===== config.mk =====
export PLATFORM = sky130hd
export DESIGN_NAME = control_sequencer
export DESIGN_NICKNAME = d
export VERILOG_FILES = /design/src/rtl/ctl_pkg.sv /design/src/rtl/ctl_decode.sv /design/src/rtl/control_sequencer.sv
export SDC_FILE = /design/constraint.sdc
export NUM_CORES = 1
export LEC_CHECK = 0
export CORE_MARGIN = 8
export CORE_UTILIZATION = 33
export CTS_CLUSTER_DIAMETER = 80
export DETAILED_ROUTE_END_ITERATION = 8
export PLACE_DENSITY = 0.76
export SLEW_MARGIN = 20
export SYNTH_ARGS = -nofsm -noshare
export SYNTH_HDL_FRONTEND = slang
export SYNTH_SLANG_ARGS = --single-unit

===== constraint.sdc =====
create_clock -name clock -period 1.4 [get_ports clock]
set_input_delay 0.14 -clock clock [delete_from_list [all_inputs] [get_ports clock]]
set_output_delay 0.14 -clock clock [all_outputs]
set_load 0.01 [all_outputs]

===== src/rtl/ctl_pkg.sv =====
// Shared types for the hardwired control sequencer: state encoding, opcode/ALU codes,
// instruction classes and the bundle of datapath strobes.
package ctl_pkg;

  typedef enum logic [3:0] {
    S_IDLE,
    S_T0,
    S_T1,
    S_T2,
    S_T3,
    S_T4,
    S_T5,
    S_T6,
    S_HALT
  } state_t;

  typedef enum logic [2:0] {
    CLS_ALU,
    CLS_MULDIV,
    CLS_NOP,
    CLS_HALT,
    CLS_ILLEGAL
  } op_class_t;

  localparam logic [4:0] OP_ADD  = 5'b00011;
  localparam logic [4:0] OP_SUB  = 5'b00100;
  localparam logic [4:0] OP_AND  = 5'b00101;
  localparam logic [4:0] OP_OR   = 5'b00110;
  localparam logic [4:0] OP_SHR  = 5'b00111;
  localparam logic [4:0] OP_SHRA = 5'b01000;
  localparam logic [4:0] OP_SHL  = 5'b01001;
  localparam logic [4:0] OP_ROR  = 5'b01010;
  localparam logic [4:0] OP_ROL  = 5'b01011;
  localparam logic [4:0] OP_MUL  = 5'b01111;
  localparam logic [4:0] OP_DIV  = 5'b10000;
  localparam logic [4:0] OP_NOP  = 5'b11010;
  localparam logic [4:0] OP_HALT = 5'b11011;

  localparam logic [3:0] ALU_ADD  = 4'd0;
  localparam logic [3:0] ALU_SUB  = 4'd1;
  localparam logic [3:0] ALU_AND  = 4'd2;
  localparam logic [3:0] ALU_OR   = 4'd3;
  localparam logic [3:0] ALU_SHR  = 4'd4;
  localparam logic [3:0] ALU_SHRA = 4'd5;
  localparam logic [3:0] ALU_SHL  = 4'd6;
  localparam logic [3:0] ALU_ROR  = 4'd7;
  localparam logic [3:0] ALU_ROL  = 4'd8;
  localparam logic [3:0] ALU_MUL  = 4'd9;
  localparam logic [3:0] ALU_DIV  = 4'd10;

  typedef struct packed {
    logic pc_out;
    logic mar_in;
    logic inc_pc;
    logic pc_in;
    logic z_in;
    logic zlow_out;
    logic zhigh_out;
    logic read;
    logic mdr_in;
    logic mdr_out;
    logic ir_in;
    logic y_in;
    logic hi_in;
    logic lo_in;
    logic gra;
    logic grb;
    logic grc;
    logic r_in;
    logic r_out;
  } strobes_t;

endpackage


===== src/rtl/ctl_decode.sv =====
// Combinational opcode decoder: maps the IR opcode field to an instruction class
// and the ALU function code used during T4.
module ctl_decode
  import ctl_pkg::*;
#(
  parameter int OPW  = 5,
  parameter int AOPW = 4
) (
  input  logic [OPW-1:0]  opcode,
  output op_class_t       op_class,
  output logic [AOPW-1:0] alu_op
);

  always_comb begin
    op_class = CLS_ILLEGAL;
    alu_op   = '0;
    case (opcode)
      OP_ADD:  begin op_class = CLS_ALU;    alu_op = AOPW'(ALU_ADD);  end
      OP_SUB:  begin op_class = CLS_ALU;    alu_op = AOPW'(ALU_SUB);  end
      OP_AND:  begin op_class = CLS_ALU;    alu_op = AOPW'(ALU_AND);  end
      OP_OR:   begin op_class = CLS_ALU;    alu_op = AOPW'(ALU_OR);   end
      OP_SHR:  begin op_class = CLS_ALU;    alu_op = AOPW'(ALU_SHR);  end
      OP_SHRA: begin op_class = CLS_ALU;    alu_op = AOPW'(ALU_SHRA); end
      OP_SHL:  begin op_class = CLS_ALU;    alu_op = AOPW'(ALU_SHL);  end
      OP_ROR:  begin op_class = CLS_ALU;    alu_op = AOPW'(ALU_ROR);  end
      OP_ROL:  begin op_class = CLS_ALU;    alu_op = AOPW'(ALU_ROL);  end
      OP_MUL:  begin op_class = CLS_MULDIV; alu_op = AOPW'(ALU_MUL);  end
      OP_DIV:  begin op_class = CLS_MULDIV; alu_op = AOPW'(ALU_DIV);  end
      OP_NOP:  op_class = CLS_NOP;
      OP_HALT: op_class = CLS_HALT;
      default: op_class = CLS_ILLEGAL;
    endcase
  end

endmodule


===== src/rtl/control_sequencer.sv =====
// Hardwired control unit stepping each instruction through T0-T6 with registered strobes.
// Define MEM_WAIT_EN to hold T1 (Read/MDRin high) until mem_ready signals the read is done.
module control_sequencer
  import ctl_pkg::*;
#(
  parameter int OPW  = 5,
  parameter int AOPW = 4
) (
  input  logic            clock,
  input  logic            clear,
  input  logic            run,
  input  logic [31:0]     ir,
  input  logic            mem_ready,
  output logic            PCout,
  output logic            MARin,
  output logic            IncPC,
  output logic            PCin,
  output logic            Zin,
  output logic            Zlowout,
  output logic            ZHighout,
  output logic            Read,
  output logic            MDRin,
  output logic            MDRout,
  output logic            IRin,
  output logic            Yin,
  output logic            HIin,
  output logic            LOin,
  output logic            Gra,
  output logic            Grb,
  output logic            Grc,
  output logic            Rin,
  output logic            Rout,
  output logic [AOPW-1:0] alu_op,
  output logic            halted,
  output logic            illegal
);

  state_t          state, next_state, boundary_state;
  strobes_t        strb, next_strb;
  op_class_t       op_class;
  logic [AOPW-1:0] dec_alu_op, next_alu_op;
  logic            unused_inputs;

  assign unused_inputs  = ^{ir[31-OPW:0], mem_ready};
  assign boundary_state = run ? S_T0 : S_IDLE;

  ctl_decode #(.OPW(OPW), .AOPW(AOPW)) u_decode (
    .opcode   (ir[31 -: OPW]),
    .op_class (op_class),
    .alu_op   (dec_alu_op)
  );

  always_comb begin
    next_state = state;
    case (state)
      S_IDLE: if (run) next_state = S_T0;
      S_T0:   next_state = S_T1;
      S_T1: begin
`ifdef MEM_WAIT_EN
        if (mem_ready) next_state = S_T2;
`else
        next_state = S_T2;
`endif
      end
      S_T2: begin
        case (op_class)
          CLS_HALT:             next_state = S_HALT;
          CLS_NOP, CLS_ILLEGAL: next_state = boundary_state;
          default:              next_state = S_T3;
        endcase
      end
      S_T3:   next_state = S_T4;
      S_T4:   next_state = S_T5;
      S_T5:   next_state = (op_class == CLS_MULDIV) ? S_T6 : boundary_state;
      S_T6:   next_state = boundary_state;
      S_HALT: next_state = S_HALT;
      default: next_state = S_IDLE;
    endcase
  end

  // Strobes are computed for the state being entered so they appear right after the edge.
  always_comb begin
    next_strb   = '0;
    next_alu_op = '0;
    case (next_state)
      S_T0: begin
        next_strb.pc_out = 1'b1;
        next_strb.mar_in = 1'b1;
        next_strb.inc_pc = 1'b1;
        next_strb.z_in   = 1'b1;
      end
      S_T1: begin
        next_strb.zlow_out = 1'b1;
        next_strb.pc_in    = 1'b1;
        next_strb.read     = 1'b1;
        next_strb.mdr_in   = 1'b1;
      end
      S_T2: begin
        next_strb.mdr_out = 1'b1;
        next_strb.ir_in   = 1'b1;
      end
      S_T3: begin
        next_strb.grb   = 1'b1;
        next_strb.r_out = 1'b1;
        next_strb.y_in  = 1'b1;
      end
      S_T4: begin
        next_strb.grc   = 1'b1;
        next_strb.r_out = 1'b1;
        next_strb.z_in  = 1'b1;
        next_alu_op     = dec_alu_op;
      end
      S_T5: begin
        next_strb.zlow_out = 1'b1;
        if (op_class == CLS_MULDIV) begin
          next_strb.lo_in = 1'b1;
        end else begin
          next_strb.gra  = 1'b1;
          next_strb.r_in = 1'b1;
        end
      end
      S_T6: begin
        next_strb.zhigh_out = 1'b1;
        next_strb.hi_in     = 1'b1;
      end
      default: next_strb = '0;
    endcase
  end

  always_ff @(posedge clock or negedge clear) begin
    if (!clear) begin
      state   <= S_IDLE;
      strb    <= '0;
      alu_op  <= '0;
      halted  <= 1'b0;
      illegal <= 1'b0;
    end else begin
      state  <= next_state;
      strb   <= next_strb;
      alu_op <= next_alu_op;
      if (state == S_T2 && op_class == CLS_HALT)    halted  <= 1'b1;
      if (state == S_T2 && op_class == CLS_ILLEGAL) illegal <= 1'b1;
    end
  end

  assign PCout    = strb.pc_out;
  assign MARin    = strb.mar_in;
  assign IncPC    = strb.inc_pc;
  assign PCin     = strb.pc_in;
  assign Zin      = strb.z_in;
  assign Zlowout  = strb.zlow_out;
  assign ZHighout = strb.zhigh_out;
  assign Read     = strb.read;
  assign MDRin    = strb.mdr_in;
  assign MDRout   = strb.mdr_out;
  assign IRin     = strb.ir_in;
  assign Yin      = strb.y_in;
  assign HIin     = strb.hi_in;
  assign LOin     = strb.lo_in;
  assign Gra      = strb.gra;
  assign Grb      = strb.grb;
  assign Grc      = strb.grc;
  assign Rin      = strb.r_in;
  assign Rout     = strb.r_out;

endmodule

==> flow_summary.toml, run 1 <==
[cells_and_area]
seqCellArea_um2 = 529
fin_nets = 179
drive_above_1_share = 0.331
nFillCells = 258
fin_util = 0.535
antennaDiodeCount = 0
fin_area_um2 = 1580
fin_cells = 175
area_growth_pct = 58.9
multi_input_area_um2 = 455

[timing]
worst_pin_slew_ns = 0.278
clock.fmax_mhz = 708
finalCriticalPeriod_ns = 1.41
setup_violations = 2
finalHoldViolCount = 0
fin_crit_sh = 1.01
drv_slew = 0
max-slew-margin-rel = 0.813
worst_slack_ns = -0.0116
whs_ns = 0.168
skew_ns = 0.00643
rsz0062_at_grt = "true"

[placed_design]
io_buffers = 32
pre_cts_slack_ns = -0.632
place_inst = 163
gp_congestion = 0.878
placed_area_um2 = 1400
dp_hpwl_mm = 1.90

[run_status]
violations = "negative setup slack"
status = "finished, violations left"

[critical_path]
worst-path-buf-inv = 1
critPathMaxStageDelay_ns = 0.51
cp-end-kind = "flop"
slowest_stage = "or4b_4"
crit_chain = "dlygate4sd2_1 > or4b_4 > o22a_4 > o21ai_0 > o2bb2ai_1 > nor3_1"
arrival_ns = 1.59
path_class = "in2reg"
startpoint_type = "primary input"
cp_max_fo = 4
crit_family = "compound AO/OA/AOI/OAI gates"
crit_start = "ir[31]"
cp.required_ns = 1.58
r2r_start = "state[0]"

[floorplanning]
fp.coreArea_um2 = 2950
num_rows = 20
die-area_um2 = 5030
initial_utilization = 0.337
ios = 61
die_h_um = 70.9
die_w_um = 70.9

[synth]
synth.distinct_cells = 32
yosys.area_share.simple = 0.203
synth_area_um2 = 995
synthAdderAreaFrac = 0
synth-compound-area-share = 0.151
synth_xor_xnor_area_share = 0.0176
ys_ff_latch = 21
synth_edf_count = 0
synth_top_family_by_area = "simple AND/OR/NAND/NOR gates"
netlist_instances = 94
seq_area_frac_synth = 0.528
syn-num-nets = 130
async_reset_ff_frac = 1.00
syn_avg_cell_area_um2 = 10.6
yosysWarnings = 0
yosys_most_used_dff = "dfrtp_1"
muxShareOfSynthArea = 0

[route]
initialDrtViolationCount = 40
drt-total-wl_mm = 2.74
routed_via_density = 5.21
num_vias = 911
wire_per_inst_um = 15.7
route.detailed.drc = 0
ant_nets = 0
drt-pass1-iter-count = 4

[clock_tree]
cts_max_path_buffers = 2
insertion_delay_ns = 0.30
cts_sinks = 21
h-tree-depth = 1
clk_pin_slew_ns = 0.11
cts_tree = "done"
numCtsBuffers = 3
root_buffer = "clkbuf_4"
ctsHoldBuffers = 0

[global_routing]
grt_usage = 0.109
grt_overflow = 0
grt_max_degree = 22
first_global_vias = 947
grt_antenna_before_repair = 0
grt_pass1_wl_mm = 4.47

[run]
drv_cap = 0

[power_and_ir_drop]
power.density_nw_per_um2 = 1550
p_leak_nw = 0.785
vdd_drop_max_mv = 0.483

[hold_path]
hold_class = "in2async"
-- Yosys cell counts (2+ instances only) --
library cell | n | share of area
a31oi_1 | 2 | 0.013
nor2_1 | 8 | 0.030
xnor2_1 | 2 | 0.018
o21ai_0 | 2 | 0.010
dfrtp_1 | 21 | 0.53
nor3_1 | 9 | 0.045
buf_4 | 8 | 0.060
and2_1 | 2 | 0.013
nand2_1 | 3 | 0.011
o22a_1 | 2 | 0.018
clkbuf_1 | 2 | 0.0075
a21oi_1 | 4 | 0.020
nand2b_1 | 5 | 0.031
nand3_1 | 2 | 0.010
nor2b_1 | 2 | 0.013
inv_1 | 3 | 0.011
a21o_1 | 2 | 0.015
-- placed cells by master (no fill, tap or decap), types with 2 or more instances in the layout --
cell type and count:
buf_2 2, nor2_1 7, buf_4 24, nor3_1 8, a21oi_1 2, dlymetal6s2s_1 7
xnor2_1 2, and2_1 2, nand3_2 2, o22a_1 2, dfrtp_2 3, nor2b_1 2
nand2_1 3, clkdlybuf4s50_1 20, nand2b_1 5, clkbuf_4 3, o21ai_0 2, a21oi_4 2
inv_1 3, dfrtp_1 18, dlygate4sd2_1 2, a21o_1 2
-- worst paths after layout --
| path | endpoint | slack (ns) | cells after the start |
|---|---|---|---|
| max | IncPC | -0.01 | 6 |
| min | illegal | 0.17 | 2 |
| max reg2reg | Zlowout | -0.01 | 4 |
| min reg2reg | illegal | 0.48 | 1 |
| max in group asynchronous | state[2] | 1.00 | 2 |
| min in group clock | alu_op[0] | 0.28 | 3 |
-- metal layers --
metal | track usage | up-vias | routed length (um)
li1 | - | 418 | -
met1 | 0.121 | 439 | 1050
met2 | 0.188 | 46 | 1390
met3 | 0.0254 | 8 | 226
met4 | 0.0554 | 0 | 76
met5 | 0 | - | 0
-- sequential cells by signal, summed over array words and instances, names as in the netlist --
name / flops
LOin: 1
alu_op: 4
Grc: 1
halted: 1
Zin: 1
Grb: 1
illegal: 1
IRin: 1
MDRin: 1
HIin: 1
IncPC: 1
Rout: 1
state: 4
Zlowout: 1
Rin: 1
-- report_power, final --
group | switching [mW] | total [mW] | internal, mW
logic | 0.618 | 1.30 | 0.684
registers | 0.106 | 0.868 | 0.762
clock network | 0.175 | 0.286 | 0.111
-- through the flow --
step           setup TNS, ns  total power, mW
2_1_floorplan         -0.220             1.45
3_3_place_gp           -5.67             1.89
3_5_place_dp           -6.32             1.93
4_1_cts                    0             2.34
5_1_grt               -0.173             2.62
6_report             -0.0227             2.46
-- repair_timing --
action,in CTS,in global routing
buffers inserted,6,2
pin swaps,8,3
gates resized for setup,26,12
setup endpoints to repair,12,13
-- cell type report --
type,instances,share of cell area
clock buffers,4,0.0166
inverters,3,0.00713
multi-input cells,57,0.288
flip-flops and latches,21,0.335
well taps,33,0.0261
repair buffers,57,0.327
-- cells by family (layout without fill, tap and decap cells) --
logic type	count (synthesis)	after routing
DFF	21	21
and+or+nand+nor	37	37
xor gates and xnor gates	2	2
buffers and inverters	16	64
AOI/OAI and AO/OA	18	18
No activity file was read; power rests on OpenSTA's default activity.
==> run 2, diff against run 1 <==
--- a/config.mk
+++ b/config.mk
@@ -5,11 +5,13 @@
 export SDC_FILE = /design/constraint.sdc
 export NUM_CORES = 1
 export LEC_CHECK = 0
+export ABC_CLOCK_PERIOD_IN_PS = 1400
 export CORE_MARGIN = 8
 export CORE_UTILIZATION = 33
 export CTS_CLUSTER_DIAMETER = 80
 export DETAILED_ROUTE_END_ITERATION = 8
 export PLACE_DENSITY = 0.76
+export SETUP_SLACK_MARGIN = 0.3
 export SLEW_MARGIN = 20
 export SYNTH_ARGS = -nofsm -noshare
 export SYNTH_HDL_FRONTEND = slang
==> run 2 against run 1 <==
  * The run still ends with negative setup slack left
  * Clock power hardly changed
  * Sequential cell count stayed put
  * Non-clock buffer count is 5 higher
  * Register-to-register slack worse by 0.04 ns
  * Routed wire length is 3.4% higher
  * Cell count is 2.9% higher
  * Critical path depth is 1 lower
  * Critical path type is now reg2reg
  * Largest cell class unchanged
  * Highest routed layer unchanged
==> flow_summary.toml, run 2 (synthesis gave the netlist of run 1 again) <==
[run_status]
status = "finished, violations left"
violations = "negative setup slack"

[hold_path]
hold_class = "in2async"

[critical_path]
startpoint_type = "flop"
worst-r2r-cell-count = 5
critPathMaxStageDelay_ns = 0.48
r2r_end = "Zlowout"
cp.required_ns = 1.60
path_class = "reg2reg"
rrSetupSlack_ns = -0.05
arrival_ns = 1.65
cp-end-kind = "flop"
slowest_stage = "dfrtp_2"
crit_chain = "nor3_2 > or3_4 > a31oi_4 > a211oi_4 > and2_1"
cp_max_fo = 7
r2r_start = "state[1]"

[power_and_ir_drop]
power_frac_comb = 0.547
p_sw_frac = 0.387
net-switching-power_mw = 1.02
power.density_nw_per_um2 = 1600
power.internal_mw = 1.61
vdd_drop_max_mv = 0.605
power_frac_seq = 0.344
p_leak_nw = 0.747
clock_power_share = 0.109

[placed_design]
placed_area_um2 = 1400
place_inst = 164
dp_hpwl_mm = 1.84
gp_congestion = 0.825
io_buffers = 32

[global_routing]
first_global_vias = 937
grt_usage = 0.110
grt_max_degree = 22
grt_overflow = 0
grt_pass1_wl_mm = 4.51
grt_antenna_before_repair = 0

[route]
drt-pass1-iter-count = 4
wire_per_inst_um = 15.8
top_layer_used = "met4"
routed_via_density = 5.12
initialDrtViolationCount = 18
route.detailed.drc = 0
met2_length_mm = 1.51
route.met3.wl_um = 166
drt-total-wl_mm = 2.84
num_vias = 922
wl_met1_mm = 1.13
ant_nets = 0

[cells_and_area]
seqCellArea_um2 = 529
area_growth_pct = 64.9
fin_cells = 180
mostFrequentLayoutCell = "buf_4"
fin_area_um2 = 1640
multi_input_area_um2 = 528
nFillCells = 258
antennaDiodeCount = 0
largestRegisters = "alu_op x4, state x4"
drive_above_1_share = 0.551
fin_nets = 184
final_cell_mix = "buf_4 (23), dfrtp_1 (18), clkdlybuf4s15_1 (12)"

[timing]
skew_ns = 0.00498
max-slew-margin-rel = 0.770
drv_slew = 0
finalHoldViolCount = 0
finalCriticalPeriod_ns = 1.45
setup_violations = 1
clock.fmax_mhz = 691
worst_pin_slew_ns = 0.345
rsz0062_at_grt = "true"
worst_slack_ns = -0.0479
fin_crit_sh = 1.03

[floorplanning]
initial_utilization = 0.337
ios = 61
die_w_um = 70.9
die-area_um2 = 5030
num_rows = 20
fp.coreArea_um2 = 2950
die_h_um = 70.9

[clock_tree]
h-tree-depth = 1
cts_tree = "done"
numCtsBuffers = 3
ctsHoldBuffers = 0
clk_pin_slew_ns = 0.12
cts_sinks = 21
cts_max_path_buffers = 2
insertion_delay_ns = 0.29
root_buffer = "clkbuf_4"

[run]
drv_cap = 0
==> run 2: cell type report <==
class                      count  share of cell area
clock buffer                   4              0.0160
inverter                       3             0.00687
multi-input combinational     57               0.322
sequential                    21               0.323
tap                           33              0.0252
timing repair buffer          62               0.307
==> run 2: routing by layer <==
| metal | vias to the layer above | global-route usage |
|---|---|---|
| met3 | 2 | 0.0268 |
| li1 | 427 | - |
| met1 | 462 | 0.126 |
| met5 | - | 0 |
| met4 | 0 | 0.0462 |
| met2 | 31 | 0.188 |
==> run 2: per-stage QoR <==
stage / hold WS, ns / worst slack, ns / power, mW / TNS, ns / utilization
after floorplan: -0.156 / -0.0811 / 1.46 / -0.220 / -
after global placement: 0.453 / -0.521 / 1.88 / -5.66 / 0.475
after detailed placement: 0.466 / -0.591 / 1.92 / -6.10 / 0.475
after CTS: 0.157 / 0.00636 / 2.27 / 0 / 0.517
after global routing: 0.196 / -0.0987 / 2.79 / -0.202 / 0.556
final: 0.165 / -0.0479 / 2.63 / -0.0479 / 0.556
==> run 2: how the worst max path moves through the flow <==
stage,from,to,slack (ns),cells past startpoint
final,state[1],Zlowout,-0.05,5
after global routing,state[1],Zlowout,-0.1,5
after CTS,state[2],Zlowout,0.006,5
after detailed placement,ir[27],IncPC,-0.59,6
after global placement,ir[27],Zlowout,-0.52,6
after floorplan,ir[31],Zlowout,-0.08,6
==> run 2: worst max-delay path: cells and delay by family (launching register included) <==
| kind | cells | cell delay (ns) |
|---|---|---|
| and+or+nand+nor | 3 | 0.62 |
| DFF | 1 | 0.48 |
| AOI/OAI and AO/OA | 2 | 0.25 |
==> run 2: repair_timing <==
item                       CTS  global route
setup endpoints to repair   44            38
gates resized for setup     86            40
pin swaps                   11            12
hold endpoints to repair     0             0
setup buffers                6             6
==> run 2: power by group through the flow <==
stage                     Sequential, mW  Combinational, mW  Clock (mW)
after floorplan                    0.882              0.575           0
after global placement             0.874               1.00           0
after detailed placement           0.887               1.03           0
after CTS                          0.884               1.09       0.290
after global routing               0.927               1.55       0.314
final                              0.905               1.44       0.287
